### src/rtl/mem_access_stage.sv
// rtl/mem_access_stage.sv - memory stage: load/store over a req/ack data port, lane alignment and load extension
module mem_access_stage #(
    parameter int ACK_TIMEOUT = 16
) (
    input  logic        clk,
    input  logic        reset,
    input  logic [31:0] ALU_result,
    input  logic [31:0] Read_data_2,
    input  logic        Controller_memread,
    input  logic        Controller_memwrite,
    input  logic [1:0]  Controller_memsize,
    input  logic        Controller_memsigned,
    input  logic        ALU_kick_up,
    output logic        dmem_req,
    output logic        dmem_we,
    output logic [31:0] dmem_addr,
    output logic [31:0] dmem_wdata,
    output logic [3:0]  dmem_be,
    input  logic [31:0] dmem_rdata,
    input  logic        dmem_ack,
    output logic [31:0] MEM_result,
    output logic        MEM_misaligned,
    output logic        MEM_fault,
    output logic        MEM_busy,
    output logic        MEM_kick_up
);

    typedef enum logic [1:0] {
        IDLE   = 2'd0,
        ACCESS = 2'd1,
        RESP   = 2'd2
    } state_t;

    localparam logic [7:0] LAST_CNT = 8'(ACK_TIMEOUT - 1);

    state_t      state, state_n;
    logic [7:0]  cnt, cnt_n;
    logic [1:0]  size_q, size_n;
    logic        signed_q, signed_n;
    logic [1:0]  lane_q, lane_n;

    logic        req_n, we_n;
    logic [31:0] addr_n, wdata_n;
    logic [3:0]  be_n;
    logic [31:0] result_n;
    logic        misaligned_n, fault_n, busy_n, kick_n;

    logic        mem_op;
    logic        addr_misaligned;
    logic [7:0]  byte_sel;
    logic [15:0] half_sel;
    logic [31:0] load_val;

    assign mem_op = Controller_memread | Controller_memwrite;

    always_comb begin
        addr_misaligned = 1'b0;
        case (Controller_memsize)
            2'b00:   addr_misaligned = 1'b0;
            2'b01:   addr_misaligned = ALU_result[0];
            default: addr_misaligned = |ALU_result[1:0];
        endcase
    end

    // Little-endian lane pick from the latched low address bits.
    always_comb begin
        byte_sel = dmem_rdata[{lane_q, 3'b000} +: 8];
        half_sel = dmem_rdata[{lane_q[1], 4'b0000} +: 16];
        case (size_q)
            2'b00:   load_val = signed_q ? {{24{byte_sel[7]}}, byte_sel} : {24'b0, byte_sel};
            2'b01:   load_val = signed_q ? {{16{half_sel[15]}}, half_sel} : {16'b0, half_sel};
            default: load_val = dmem_rdata;
        endcase
    end

    always_comb begin
        state_n      = state;
        cnt_n        = cnt;
        size_n       = size_q;
        signed_n     = signed_q;
        lane_n       = lane_q;
        req_n        = dmem_req;
        we_n         = dmem_we;
        addr_n       = dmem_addr;
        wdata_n      = dmem_wdata;
        be_n         = dmem_be;
        result_n     = MEM_result;
        misaligned_n = MEM_misaligned;
        fault_n      = MEM_fault;
        busy_n       = MEM_busy;
        kick_n       = 1'b0;

        case (state)
            IDLE: begin
                if (ALU_kick_up) begin
                    misaligned_n = 1'b0;
                    fault_n      = 1'b0;
                    if (!mem_op) begin
                        result_n = ALU_result;
                        kick_n   = 1'b1;
                    end else if (addr_misaligned) begin
                        result_n     = 32'b0;
                        misaligned_n = 1'b1;
                        kick_n       = 1'b1;
                    end else begin
                        size_n   = Controller_memsize;
                        signed_n = Controller_memsigned;
                        lane_n   = ALU_result[1:0];
                        req_n    = 1'b1;
                        we_n     = Controller_memwrite;
                        addr_n   = {ALU_result[31:2], 2'b00};
                        busy_n   = 1'b1;
                        cnt_n    = 8'd0;
                        state_n  = ACCESS;
                        wdata_n  = 32'b0;
                        be_n     = 4'b0000;
                        if (Controller_memwrite) begin
                            case (Controller_memsize)
                                2'b00: begin
                                    wdata_n = {4{Read_data_2[7:0]}};
                                    be_n    = 4'b0001 << ALU_result[1:0];
                                end
                                2'b01: begin
                                    wdata_n = {2{Read_data_2[15:0]}};
                                    be_n    = 4'b0011 << {ALU_result[1], 1'b0};
                                end
                                default: begin
                                    wdata_n = Read_data_2;
                                    be_n    = 4'b1111;
                                end
                            endcase
                        end
                    end
                end
            end

            ACCESS: begin
                if (dmem_ack) begin
                    req_n    = 1'b0;
                    result_n = dmem_we ? 32'b0 : load_val;
                    state_n  = RESP;
                end else if (cnt == LAST_CNT) begin
                    req_n    = 1'b0;
                    fault_n  = 1'b1;
                    result_n = 32'b0;
                    state_n  = RESP;
                end else begin
                    cnt_n = cnt + 8'd1;
                end
            end

            RESP: begin
                kick_n  = 1'b1;
                busy_n  = 1'b0;
                state_n = IDLE;
            end

            default: begin
                req_n   = 1'b0;
                busy_n  = 1'b0;
                state_n = IDLE;
            end
        endcase
    end

    always_ff @(posedge clk or posedge reset) begin
        if (reset) begin
            state          <= IDLE;
            cnt            <= 8'd0;
            size_q         <= 2'b00;
            signed_q       <= 1'b0;
            lane_q         <= 2'b00;
            dmem_req       <= 1'b0;
            dmem_we        <= 1'b0;
            dmem_addr      <= 32'b0;
            dmem_wdata     <= 32'b0;
            dmem_be        <= 4'b0000;
            MEM_result     <= 32'b0;
            MEM_misaligned <= 1'b0;
            MEM_fault      <= 1'b0;
            MEM_busy       <= 1'b0;
            MEM_kick_up    <= 1'b0;
        end else begin
            state          <= state_n;
            cnt            <= cnt_n;
            size_q         <= size_n;
            signed_q       <= signed_n;
            lane_q         <= lane_n;
            dmem_req       <= req_n;
            dmem_we        <= we_n;
            dmem_addr      <= addr_n;
            dmem_wdata     <= wdata_n;
            dmem_be        <= be_n;
            MEM_result     <= result_n;
            MEM_misaligned <= misaligned_n;
            MEM_fault      <= fault_n;
            MEM_busy       <= busy_n;
            MEM_kick_up    <= kick_n;
        end
    end

endmodule

### config.mk
export PLATFORM = sky130hd
export DESIGN_NAME = mem_access_stage
export DESIGN_NICKNAME = d
export VERILOG_FILES = /design/src/rtl/mem_access_stage.sv
export SDC_FILE = /design/constraint.sdc
export NUM_CORES = 1
export LEC_CHECK = 0
export BUFFER_PORTS_ARGS = -buffer_cell sky130_fd_sc_hd__clkbuf_2
export CAP_MARGIN = 15
export CORE_ASPECT_RATIO = 1.2
export CORE_MARGIN = 4
export CORE_UTILIZATION = 51
export DETAILED_ROUTE_END_ITERATION = 8
export HOLD_SLACK_MARGIN = 0.05
export PLACE_DENSITY = 0.79
export SKIP_CTS_REPAIR_TIMING = 1
export SYNTH_ARGS = -nofsm -noshare
export SYNTH_HDL_FRONTEND = slang
export SYNTH_SLANG_ARGS = --single-unit
export TNS_END_PERCENT = 30
### constraint.sdc
create_clock -name clk -period 3.8 [get_ports clk]
set_input_delay 0 -clock clk [delete_from_list [all_inputs] [get_ports clk]]
set_output_delay 0 -clock clk [all_outputs]
set_load 0.005 [all_outputs]
==> flow_summary.rst <==
.. list-table::
   :header-rows: 1

   * - Metric
     - Value
   * - Run status
     - finished clean
   * - Fraction of registers with async set/reset
     - 1.00
   * - Fin worst setup slack
     - 855 ps
   * - H-tree depth
     - 4
   * - Crit path launch
     - cnt[0]$_DFFE_PP0P_
   * - Primary FF master, synth
     - sky130_fd_sc_hd__dfrtp_1
   * - Worst hold path depth
     - 3
   * - Top-area cell type share of the netlist area
     - 0.476
   * - Reported net switching power
     - 1.62 mW
   * - Wire length of the first global-routing pass
     - 30.5 mm
   * - Pins Over Slew Limit
     - 0
   * - Warnings from Yosys
     - 0
   * - Slew at the pin closest to its max-slew limit
     - 1120 ps
   * - Maximum number of pins on one net before global-route repair
     - 63
   * - Required time at the worst-slack endpoint
     - 4100 ps
   * - Die span in y
     - 129 um
   * - Highest-count cells in the layout ignoring fill and taps
     - 211 x sky130_fd_sc_hd__nand2_1, 208 x sky130_fd_sc_hd__clkbuf_2, 119 x sky130_fd_sc_hd__dfrtp_1
   * - Share of post-route cells with drive strength above 1
     - 0.289
   * - Reg2Reg Depth
     - 6
   * - Setup-failing EPs final
     - 0
   * - Number of rows in the core area
     - 44
   * - Clock slew at reported path FFs
     - 60 ps
   * - Power share of the clock group
     - 0.361
   * - Area leader, netlist
     - sky130_fd_sc_hd__dfrtp_1
   * - Count of input and output buffers
     - 208
   * - VDD IR-drop max
     - 0.000334 V
   * - Static Leakage
     - 4.46 nW
   * - Routability Congestion
     - 0.914
   * - Final hold violation count
     - 0
   * - HP Start
     - dmem_rdata[15]
   * - Number of fillers in the final layout
     - 861
   * - Total grt overflow
     - 0
   * - CTS tree
     - yes
   * - Relative contribution of combinational cells to total power
     - 0.271
   * - Library cell contributing the largest single delay on the critical path
     - sky130_fd_sc_hd__nor2_2
   * - Final sum of negative setup slack
     - 0 ps
   * - Cell area reported after detailed placement
     - 7310 sq um
   * - Detailed-route wire length
     - 21.5 mm
   * - RR Startpoint
     - cnt[0]$_DFFE_PP0P_
   * - Worst setup path category
     - reg -> reg
   * - Core footprint
     - 12100 sq um
   * - Synthesized cell area
     - 6250 sq um
   * - Leading cell types by total area after synthesis
     - sky130_fd_sc_hd__dfrtp_1 48%, sky130_fd_sc_hd__nand2_1 13%, sky130_fd_sc_hd__o21ai_0 4.2%
   * - First-pass iteration count of the detailed router
     - 5
   * - DRC
     - 0
   * - Final Instance Area
     - 8810 sq um
   * - Number of buffers created by CTS
     - 17
   * - Per-cell routed wire length
     - 18.7 um
   * - Number of antenna violations at the first check in global routing
     - 0
   * - Vias per std cell
     - 5.75
   * - Min Tclk post-route
     - 2950 ps
   * - Worst relative slew slack
     - 0.248
   * - Most common library cell in the layout ignoring fill and taps
     - sky130_fd_sc_hd__nand2_1
   * - Total half-perimeter wirelength after legalization and detailed placement
     - 14.0 mm
   * - Stage delay of the slowest cell on the critical path
     - 770 ps
   * - CP startpoint kind
     - flop
   * - Unique cell type count in the Yosys netlist
     - 57
   * - Layout net count
     - 1077
   * - Proportion of total power due to net switching
     - 0.316
   * - Crit Path Max Fanout
     - 23
   * - Initial Utilization
     - 0.518
   * - Endpoint class of the critical path
     - flop
   * - Sequential share of power
     - 0.368
   * - Post-route clock skew
     - 8.55 ps
   * - Number of synthesized register bits
     - 119
   * - Number of global-route vias before repair
     - 5984
   * - Layout overhead on the synthesized area
     - 41.0%
   * - EDFF count, synth
     - 0
   * - Routed Antenna Nets
     - 0
   * - Clock root buffer master
     - sky130_fd_sc_hd__clkbuf_16
   * - Number of buffers on the longest clock path
     - 2
   * - Maximum achievable frequency
     - 340 MHz
   * - Area of the die
     - 14100 sq um
   * - Clock latency of the later-clocked register in the worst-skew pair
     - 420 ps
   * - Pre-CTS setup slack
     - 1440 ps
   * - Width of the chip
     - 109 um
   * - Overall global routing resource usage
     - 0.280
   * - Data arrival time of the worst path
     - 3240 ps
   * - Post-synthesis sequential area ratio
     - 0.476
   * - Count of clock tree sinks
     - 119
   * - Total power density per cell area
     - 580 nW/um^2
   * - Share of the cycle needed by the critical path after routing
     - 0.775
   * - Type of the most critical hold path
     - in -> reg
   * - Number of primary I/O pins
     - 211
   * - Synthesized instance count
     - 705
   * - Total via count after detailed routing
     - 6592
   * - Average footprint of a synthesized cell
     - 8.86 sq um
   * - Cell breakdown of the critical path
     - ha_1 > nor4b_1 > a22oi_2 > nor2_2 > a31oi_1 > dlygate4sd3_1
   * - RSZ-0062 raised after global routing
     - no
   * - Internal Power
     - 3.50 mW
   * - Max-capacitance violation count
     - 0
   * - Starting DRT DRC Count
     - 465
worst max-delay path, delay by kind of cell (launching register included):
family	cells	cell delay (ps)
buffers and inverters	1	610
AND/OR/NAND/NOR	2	1190
adder cells (fa/ha/maj)	1	230
AO/OA/AOI/OAI	2	360
flip-flops	1	420
synth_stat cells, types with 3 or more instances:
library cell               count
sky130_fd_sc_hd__a21oi_1      35
sky130_fd_sc_hd__a31o_2        3
sky130_fd_sc_hd__a31oi_1      23
sky130_fd_sc_hd__and2_1       17
sky130_fd_sc_hd__buf_2        15
sky130_fd_sc_hd__buf_4         3
sky130_fd_sc_hd__buf_6         7
sky130_fd_sc_hd__clkbuf_1     27
sky130_fd_sc_hd__dfrtp_1     119
sky130_fd_sc_hd__inv_1         8
sky130_fd_sc_hd__mux2_2       16
sky130_fd_sc_hd__mux2i_1      24
sky130_fd_sc_hd__nand2_1     211
sky130_fd_sc_hd__nand3_1      28
sky130_fd_sc_hd__nand4_1      10
sky130_fd_sc_hd__nor2_1        7
sky130_fd_sc_hd__nor2b_1      12
sky130_fd_sc_hd__o211ai_1     14
sky130_fd_sc_hd__o21ai_0      52
sky130_fd_sc_hd__o221ai_1      7
sky130_fd_sc_hd__o31ai_1      17
sky130_fd_sc_hd__or2_2         3
sky130_fd_sc_hd__or4_1         5
path summary, 6_finish.rpt:
path	to	slack, ps
max	MEM_result[1]$_DFFE_PP0P_	850
max in group asynchronous	MEM_result[24]$_DFFE_PP0P_	2610
min in group asynchronous	dmem_addr[8]$_DFFE_PP0P_	280
max reg2reg	MEM_result[1]$_DFFE_PP0P_	850
min	MEM_result[15]$_DFFE_PP0P_	9
min reg2reg	dmem_wdata[8]$_DFFE_PP0P_	460
kinds of logic (layout without fill, tap and decap cells):
| group | Yosys count | in the layout | share of synthesized area |
|---|---|---|---|
| simple gates | 314 | 314 | 0.229 |
| compound gates | 168 | 168 | 0.174 |
| flops | 119 | 119 | 0.476 |
| buf+inv | 62 | 340 | 0.0505 |
| mux | 40 | 40 | 0.0673 |
| fa+ha+maj | 1 | 1 | 0.00200 |
| other cells | 1 | 3 | 0.000600 |
per-layer routing:
metal | global-route usage | share of wire | routed length, um | vias to the layer above
met5 | 0 | 0 | 0 | -
met3 | 0.0792 | 0.095 | 2040 | 89
met2 | 0.454 | 0.48 | 10300 | 403
li1 | - | - | - | 3008
met4 | 0.155 | 0.053 | 1150 | 0
met1 | 0.335 | 0.37 | 7950 | 3092
power groups by stage:
stage | Sequential [mW] | Clock (mW) | Combinational [mW]
2_1_floorplan | 1.83 | 0 | 0.738
3_3_place_gp | 1.88 | 0 | 1.27
3_5_place_dp | 1.89 | 0 | 1.29
4_1_cts | 1.87 | 1.86 | 1.30
5_1_grt | 1.92 | 1.93 | 1.54
6_report | 1.88 | 1.85 | 1.38
through the flow:
stage	std cells	util	hold WS (ps)	total power, mW
finish	1146	0.731	8.82	5.11
global route	1145	0.731	51.7	5.38
CTS	1063	0.663	-254	5.04
global placement	1031	0.606	176	3.14
floorplan	706	-	105	2.57
detailed placement	1031	0.606	186	3.18
state kept, by name, indices dropped and copies added, names as in the netlist:
name            count
signed_q            1
MEM_busy            1
size_q              2
MEM_kick_up         1
dmem_req            1
dmem_we             1
state               2
MEM_misaligned      1
dmem_be             4
dmem_addr          30
cnt                 8
MEM_fault           1
dmem_wdata         32
lane_q              2
MEM_result         32
layout make-up:
class / count / area, sq um / area share
Antenna cell: 1 / 2.50 / 0.000284
Clock buffer: 20 / 457 / 0.0518
Clock inverter: 12 / 223 / 0.0253
Inverter: 8 / 32.5 / 0.00369
Multi-Input combinational cell: 525 / 2970 / 0.337
Sequential cell: 119 / 2980 / 0.338
Tap cell: 161 / 201 / 0.0229
Timing Repair Buffer: 300 / 1950 / 0.221
Power figures use the tool's default switching activity.
